==> config.mk <==
export PLATFORM = sky130hd
export DESIGN_NAME = rom_loader
export DESIGN_NICKNAME = d
export VERILOG_FILES = /design/src/rtl/rom_loader_pkg.sv /design/src/rtl/rom_loader.sv
export SDC_FILE = /design/constraint.sdc
export NUM_CORES = 1
export LEC_CHECK = 0
export CORE_MARGIN = 1.5
export CORE_UTILIZATION = 48
export DETAILED_ROUTE_END_ITERATION = 8
export HOLD_SLACK_MARGIN = 0.06
export PLACE_DENSITY = 0.73
export RECOVER_POWER = 50
export SYNTH_ARGS = -nofsm -noshare
export SYNTH_HDL_FRONTEND = slang
export SYNTH_SLANG_ARGS = --single-unit
==> constraint.sdc <==
create_clock -name clk -period 2.9 [get_ports clk]
set_input_delay 0.58 -clock clk [delete_from_list [all_inputs] [get_ports clk]]
set_output_delay 0.58 -clock clk [all_outputs]
set_load 0.005 [all_outputs]
==> src/rtl/rom_loader_pkg.sv <==
// rom_loader_pkg: loader FSM state type and stream framing constants.
// CHK state exists only when ROM_LOADER_CHECKSUM_EN is defined.
package rom_loader_pkg;
  localparam int LEN_BYTES = 2;
  localparam int WORD_BYTES = 2;
  typedef enum logic [3:0] {
    IDLE, LEN_HI, LEN_LO, DATA_HI, DATA_LO, WRITE, DONE, ERROR
`ifdef ROM_LOADER_CHECKSUM_EN
    , CHK
`endif
  } state_t;
endpackage

==> src/rtl/rom_loader.sv <==
// rom_loader: byte-stream program loader that writes 16-bit words into the Hack instruction ROM.
// Ports: clk, reset (async, active-high); start begins a load; byte_valid/byte_data/byte_ready
// form the input byte handshake; rom_we/rom_addr/rom_wdata drive the ROM write port;
// cpu_reset holds the computer until done; error flags an aborted load; word_count counts writes.
// Optional macro ROM_LOADER_CHECKSUM_EN adds a trailing modulo-256 checksum byte.
module rom_loader
  import rom_loader_pkg::*;
#(
  parameter int ADDR_WIDTH = 15
) (
  input  logic                  clk,
  input  logic                  reset,
  input  logic                  start,
  input  logic                  byte_valid,
  input  logic [7:0]            byte_data,
  output logic                  byte_ready,
  output logic                  rom_we,
  output logic [ADDR_WIDTH-1:0] rom_addr,
  output logic [15:0]           rom_wdata,
  output logic                  cpu_reset,
  output logic                  done,
  output logic                  error,
  output logic [ADDR_WIDTH:0]   word_count
);
  localparam logic [32:0] CAP = 33'(1) << ADDR_WIDTH;
`ifdef ROM_LOADER_CHECKSUM_EN
  localparam state_t FIN = CHK;
  logic [7:0] sum;
`else
  localparam state_t FIN = DONE;
`endif
  state_t state, nxt;
  logic [LEN_BYTES*8-1:0] len, nlen;
  logic [(WORD_BYTES-1)*8-1:0] hi;
  logic xfer, more, idle_like;
  always_comb begin
    xfer = byte_valid && byte_ready;
    nlen = {len[15:8], byte_data};
    more = 32'(word_count) + 32'd1 < 32'(len);
    idle_like = state == IDLE || state == DONE || state == ERROR;
    nxt = state;
    case (state)
      IDLE, DONE, ERROR: nxt = start ? LEN_HI : state;
      LEN_HI:  nxt = xfer ? LEN_LO : state;
      LEN_LO:  nxt = !xfer ? state : (nlen == '0) ? FIN : (33'(nlen) > CAP) ? ERROR : DATA_HI;
      DATA_HI: nxt = xfer ? DATA_LO : state;
      DATA_LO: nxt = xfer ? WRITE : state;
      WRITE:   nxt = more ? DATA_HI : FIN;
`ifdef ROM_LOADER_CHECKSUM_EN
      CHK:     nxt = !xfer ? state : (byte_data == sum) ? DONE : ERROR;
`endif
      default: nxt = IDLE;
    endcase
  end
  // Outputs are registered from the next state so they change together with the state.
  always_ff @(posedge clk or posedge reset) begin
    if (reset) begin
      state <= IDLE;
      byte_ready <= 1'b0;
      cpu_reset <= 1'b1;
      done <= 1'b0;
      error <= 1'b0;
      rom_we <= 1'b0;
      rom_addr <= '0;
      rom_wdata <= '0;
      word_count <= '0;
      len <= '0;
      hi <= '0;
`ifdef ROM_LOADER_CHECKSUM_EN
      sum <= '0;
`endif
    end else begin
      state <= nxt;
      byte_ready <= nxt == LEN_HI || nxt == LEN_LO || nxt == DATA_HI || nxt == DATA_LO
`ifdef ROM_LOADER_CHECKSUM_EN
                    || nxt == CHK
`endif
                    ;
      cpu_reset <= nxt != DONE;
      done <= nxt == DONE;
      error <= nxt == ERROR;
      rom_we <= nxt == WRITE;
      if (start && idle_like) word_count <= '0;
      if (xfer && state == LEN_HI) len[15:8] <= byte_data;
      if (xfer && state == LEN_LO) len[7:0] <= byte_data;
      if (xfer && state == DATA_HI) hi <= byte_data;
      if (xfer && state == DATA_LO) begin
        rom_addr <= word_count[ADDR_WIDTH-1:0];
        rom_wdata <= {hi, byte_data};
      end
      if (state == WRITE) word_count <= word_count + (ADDR_WIDTH+1)'(1);
`ifdef ROM_LOADER_CHECKSUM_EN
      if (start && idle_like) sum <= '0;
      else if (xfer && (state == DATA_HI || state == DATA_LO)) sum <= sum + byte_data;
`endif
    end
  end
endmodule

==> flow_summary.yaml, run 1 <==
status:
  status: "finished clean"
floorplanning:
  initial_core_util: 0.499
  die_h_um: 93.1
  io_pins: 64
  fp.coreArea_mm2: 0.00781
  die_w_um: 93.1
  die_area_mm2: 0.00866
  fp-row-count: 32
clock_tree:
  clockBufferDepth: 2
  cts_buffers: 9
  cts.clk_slew.worst_paths_ns: 0.08
  ctsHoldBuffers: 0
  h-tree-depth: 3
  clkSinkCount: 80
  root_buffer: "clkbuf_8"
  cts_tree: "built"
  clk_latency_ns: 0.37
hold_path:
  hold_path.class: "reg2reg"
  hold_depth: 1
critical_path:
  r2r.worst_path.cells: 11
  critPathTopFamily: "compound AO/OA/AOI/OAI gates"
  worst_path_largest_cell_delay_ns: 0.41
  cp_data_required_time_ns: 3.14
  path_depth: 11
  cp_max_fo: 3
  path_class: "reg2reg"
  cp_slowest_cell: "or3_4"
  cpMostUsedCell: "a21oi_2"
  crit_buf_inv: 0
  cp_cell_sequence: "nand3_1 -> or2_1 -> or3_4 -> xnor2_1 -> ha_1 -> a21oi_2 -> o21ai_4 -> a2111oi_4 -> a21oi_2 -> o31ai_2 -> nor3_1"
  cp.arrival_ns: 3.06
  cp-end-kind: "register"
  start_kind: "register"
grt:
  grt_remaining_overflow: 0
  grt_pass1_vias: 2943
  antenna_found_initial: 0
  grt_max_degree: 35
  grt_pass1_wl_um: 14200
  grt.total_usage: 0.212
place:
  hpwl_um: 5970
  port_buffers: 63
  numPlacedInstances: 514
  pre_cts_slack_ns: -0.0184
  globalplace.congestion: 0.874
synthesis:
  yosysMostFrequentCell: "dfrtp_1"
  synthCells: 336
  synth.distinct_cells: 52
  yosysTopAreaCell: "dfrtp_1"
  syn_nets: 364
  synth_area_mm2: 0.00389
  synth_edf_count: 0
  ys_top_cells_by_area: "dfrtp_1 (51%), mux2_2 (14%), ha_1 (5.1%), o21ai_0 (2.7%), nand2_1 (2.5%)"
  ys_seq_area_frac: 0.515
  synth_ff_type: "dfrtp_1"
  yosys.area.top_type_share: 0.508
  ys_seq_elements: 80
  yosys_warnings: 0
  post_synth.cell_area_avg_um2: 11.6
  postSynth.asyncResetShare: 1.00
  synth_commonest_cells: "dfrtp_1 (79), mux2_2 (47), nand2_1 (26)"
drt:
  vias: 2878
  drt-pass1-iter-count: 4
  dr.first_iter.drc_count: 108
  via_per_inst: 5.37
  routed_wl_um: 8370
  wl_per_cell_um: 15.6
  antenna_left: 0
  drcViolationCount: 0
finish:
  num_antenna_cells: 0
  stdcell_count: 536
  fillers: 630
  final_nets: 457
  drive_gt1_frac: 0.279
  area_growth_pct: 30.8
power_and_ir_drop:
  p_leak_nw: 2.48
  powerDensity_mw_per_mm2: 458
  ir_drop_v: 0.000375
sta:
  clock.fmax_mhz: 354
  period_minus_slack_ns: 2.82
  finalCritPeriodShare: 0.973
  hold_viol: 0
  rsz0062_at_grt: "true"
  setup_ws_ns: 0.0771
  maxSlewHeadroom: 0.127
  setup_violations: 0
  slew_violations: 0
  final.setup_skew_ns: 0.00721
  tightestPinTransition_ns: 1.30
flow_run:
  cap_violations: 0
## where the power goes
part / switching, mW / total (mW) / internal [mW] / leakage, nW
Clock: 0.445 / 0.763 / 0.318 / 0.0827
Sequential: 0.0570 / 1.25 / 1.19 / 1.07
Combinational: 0.177 / 0.319 / 0.142 / 1.33
Total: 0.680 / 2.33 / 1.65 / 2.48
## sequential cells by signal (all words and copies together) (netlist names)
| register | cells |
|---|---|
| rom_we | 1 |
| state | 4 |
| rom_wdata | 16 |
| error | 1 |
| done | 1 |
| word_count | 16 |
| len | 16 |
| rom_addr | 15 |
| byte_ready | 1 |
| hi | 8 |
| cpu_reset | 1 |
## final timing paths
check	start	endpoint	slack [ns]
setup / recovery	word_count[10]	done	0.08
hold / removal	rom_addr[1]	rom_addr[1]	0.51
setup reg to reg	word_count[10]	done	0.08
hold reg to reg	rom_addr[1]	rom_addr[1]	0.51
max in group asynchronous	reset	word_count[1]	0.57
min in group asynchronous	reset	rom_wdata[12]	0.94
## per-layer routing
| metal | GRT usage | wire length (um) | up-vias |
|---|---|---|---|
| met3 | 0.0496 | 289 | 14 |
| met4 | 0.0795 | 168 | 0 |
| met2 | 0.336 | 4020 | 54 |
| met5 | 0 | 0 | - |
| met1 | 0.284 | 3890 | 1427 |
| li1 | - | - | 1383 |
## area by class of cell
| type | instances | area (um^2) | area share |
|---|---|---|---|
| clock buffer | 9 | 124 | 0.0243 |
| clock inverter | 7 | 53.8 | 0.0106 |
| timing repair buffer | 99 | 891 | 0.175 |
| sequential | 80 | 2000 | 0.394 |
| inverter | 20 | 76.3 | 0.0150 |
| tap | 102 | 128 | 0.0251 |
| multi-input combinational | 219 | 1810 | 0.356 |
## cell families after synthesis
family / synth area share
DFF: 0.515
and+or+nand+nor: 0.112
AOI/OAI and AO/OA: 0.111
adders and majority gates: 0.0514
other: 0.000963
xor gates and xnor gates: 0.0315
muxes: 0.136
buffers and inverters: 0.0421
## metrics by stage
| step | TNS [ns] | hold slack, ns | utilization | power, mW | instance area (um^2) |
|---|---|---|---|---|---|
| after detailed placement | -0.0268 | 0.490 | 0.617 | 1.57 | 4820 |
| after global routing | -0.192 | 0.524 | 0.652 | 2.44 | 5090 |
| final | 0 | 0.505 | 0.652 | 2.33 | 5090 |
| after global placement | 0 | 0.484 | 0.617 | 1.56 | 4820 |
| after floorplan | 0 | 0.445 | - | 1.45 | 3910 |
| after CTS | 0 | 0.511 | 0.640 | 2.33 | 5000 |
## what timing repair did
| action | 4_1_cts | 5_1_grt |
|---|---|---|
| buffers inserted | 0 | 6 |
| pin swaps | 1 | 11 |
| hold endpoints to repair | 0 | 0 |
| endpoints found under the setup margin | 3 | 5 |
| resized for setup | 1 | 17 |
| cloned | 0 | 0 |
## cells in the final DEF (no fill, tap or decap), types with 15 or more instances in the layout
master and instances:
dfrtp_1 79, inv_1 19, o21ai_0 19, buf_4 33, clkdlybuf4s50_1 40, nand2_1 26
ha_1 15, mux2_2 47, dlygate4sd3_1 23
Power figures use the tool's default switching activity.
==> inputs of run 2 (changes only) <==
--- a/config.mk
+++ b/config.mk
@@ -6,10 +6,11 @@
 export NUM_CORES = 1
 export LEC_CHECK = 0
 export CORE_MARGIN = 1.5
-export CORE_UTILIZATION = 48
+export CORE_UTILIZATION = 50
 export DETAILED_ROUTE_END_ITERATION = 8
+export DONT_BUFFER_PORTS = 1
 export HOLD_SLACK_MARGIN = 0.06
-export PLACE_DENSITY = 0.73
+export PLACE_DENSITY = 0.65
 export RECOVER_POWER = 50
 export SYNTH_ARGS = -nofsm -noshare
 export SYNTH_HDL_FRONTEND = slang
==> run 2 against run 1 <==
The run now ends with max-capacitance violations, max-slew violations left. Final cell count fell by 15%. Wire length shrank 8.0%. Clock skew decreased by 0.0017 ns. Die area decreased by 3.9%. Critical endpoint unchanged. Clock power increased by 32%. Sequential share of layout area rose by 6.0 points. Global-route usage decreased by 1.2 points.
==> flow_summary.yaml, run 2 (synthesis gave the netlist of run 1 again) <==
status:
  status: "finished, violations left"
  violations: "max-capacitance violations, max-slew violations"
place:
  pre_cts_slack_ns: -0.0207
  dpl_cell_area_mm2: 0.00410
  hpwl_um: 5570
  globalplace.congestion: 0.816
  port_buffers: 0
critical_path:
  path_class: "reg2reg"
  cp_data_required_time_ns: 3.12
  cp-end-kind: "register"
  cp.arrival_ns: 2.99
  start_kind: "register"
  cp_max_fo: 5
finish:
  layout_commonest_cell: "dfrtp_1"
  drive_gt1_frac: 0.291
  final_nets: 380
  fin_util: 0.596
  largestRegisters: "len: 16 flops, rom_wdata: 16 flops, word_count: 16 flops"
  fin_area_mm2: 0.00442
  area_growth_pct: 13.5
  num_antenna_cells: 0
  final_cell_mix: "dfrtp_1 (79), mux2_2 (47), nand2_1 (26), o21ai_0 (20), buf_4 (20)"
drt:
  vias: 2590
  drcViolationCount: 0
  antenna_left: 0
  wl_per_cell_um: 16.9
  drt-pass1-iter-count: 4
  routed_wl_um: 7700
  dr.first_iter.drc_count: 166
  via_per_inst: 5.68
clock_tree:
  ctsHoldBuffers: 0
  cts_buffers: 9
  clk_latency_ns: 0.35
  cts_tree: "built"
  h-tree-depth: 3
  root_buffer: "clkbuf_8"
  clkSinkCount: 80
  cts.clk_slew.worst_paths_ns: 0.09
  clockBufferDepth: 2
floorplanning:
  io_pins: 64
  fp.coreArea_mm2: 0.00741
  fp-row-count: 31
  die_w_um: 91.2
  die_h_um: 91.2
  initial_core_util: 0.525
  die_area_mm2: 0.00832
hold_path:
  hold_path.class: "in2async"
sta:
  finalCritPeriodShare: 0.955
  maxSlewHeadroom: -0.0446
  slew_violations: 60
  tightestPinTransition_ns: 1.57
  setup_ws_ns: 0.130
  final.setup_skew_ns: 0.00546
  clock.fmax_mhz: 361
  period_minus_slack_ns: 2.77
  fin_tns_setup_ns: 0
  setup_violations: 0
  hold_viol: 0
grt:
  grt.total_usage: 0.200
  antenna_found_initial: 0
  grt_pass1_vias: 2679
  grt_max_degree: 31
  grt_pass1_wl_um: 13100
  grt_remaining_overflow: 0
flow_run:
  cap_violations: 2
power_and_ir_drop:
  powerDensity_mw_per_mm2: 569
  p_leak_nw: 2.14
  ir_drop_v: 0.000308
  finalPower_mw: 2.51
-- run 2: cell types whose count changed in the layout (fill, tap and decap cells not counted), moves of 2 or more --
cell	previous run	this run
bufinv_16	0	3
clkinvlp_4	3	1
buf_4	33	20
clkdlybuf4s50_1	40	0
dlygate4sd3_1	23	0
-- run 2: path summary, 6_finish.rpt --
kind                                    start       endpoint  slack [ns]  depth (start not counted)
max in group asynchronous               reset  word_count[3]        0.69                          2
worst min-delay path                    reset         rom_we        0.29                          1
worst max-delay path            word_count[1]           done        0.13                         11
worst min register to register         len[0]         len[0]        0.50                          2
min in group clk                 byte_data[0]         len[0]        0.34                          2
worst max register to register  word_count[1]           done        0.13                         11
-- run 2: layout make-up --
type	instances	area, um^2
Timing Repair Buffer	22	158
Tap cell	99	124
Fill cell	586	2990
Sequential cell	80	2000
Multi-Input combinational cell	219	1810
Inverter	20	76.3
Clock buffer	9	124
Clock inverter	7	126
-- run 2: where the power goes --
part | leakage [nW] | internal [mW] | switching (mW) | total [mW]
Clock | 0.122 | 0.584 | 0.425 | 1.01
Combinational | 0.955 | 0.109 | 0.146 | 0.255
Sequential | 1.07 | 1.19 | 0.0579 | 1.25
Total | 2.14 | 1.88 | 0.629 | 2.51
-- run 2: what timing repair did --
action,4_1_cts,5_1_grt
gates resized for setup,0,13
cloned,0,0
pin swaps,2,4
endpoints found under the setup margin,3,5
setup buffers,0,1
-- run 2: stage by stage --
stage	hold WS [ns]	instances
after floorplan	0.445	336
after global placement	0.474	439
after detailed placement	0.467	439
after CTS	0.0822	455
after global routing	0.320	456
final	0.287	456
-- run 2: critical path, stage by stage, from the launching register on --
cell       delay [ns]
dfrtp_1          0.42
ha_4             0.18
nand3_2          0.14
or3_4            0.39
xnor2_1          0.14
ha_1             0.31
a21oi_2          0.16
o21ai_2          0.09
a2111oi_4        0.34
a21oi_2          0.13
o31ai_4          0.27
nor3_1           0.08
-- run 2: metal layers --
layer / track usage / part of all wire / vias to the layer above
li1: - / - / 1226
met1: 0.260 / 0.44 / 1307
met2: 0.322 / 0.50 / 50
met3: 0.0586 / 0.049 / 7
met4: 0.0625 / 0.0070 / 0
met5: 0 / 0 / -
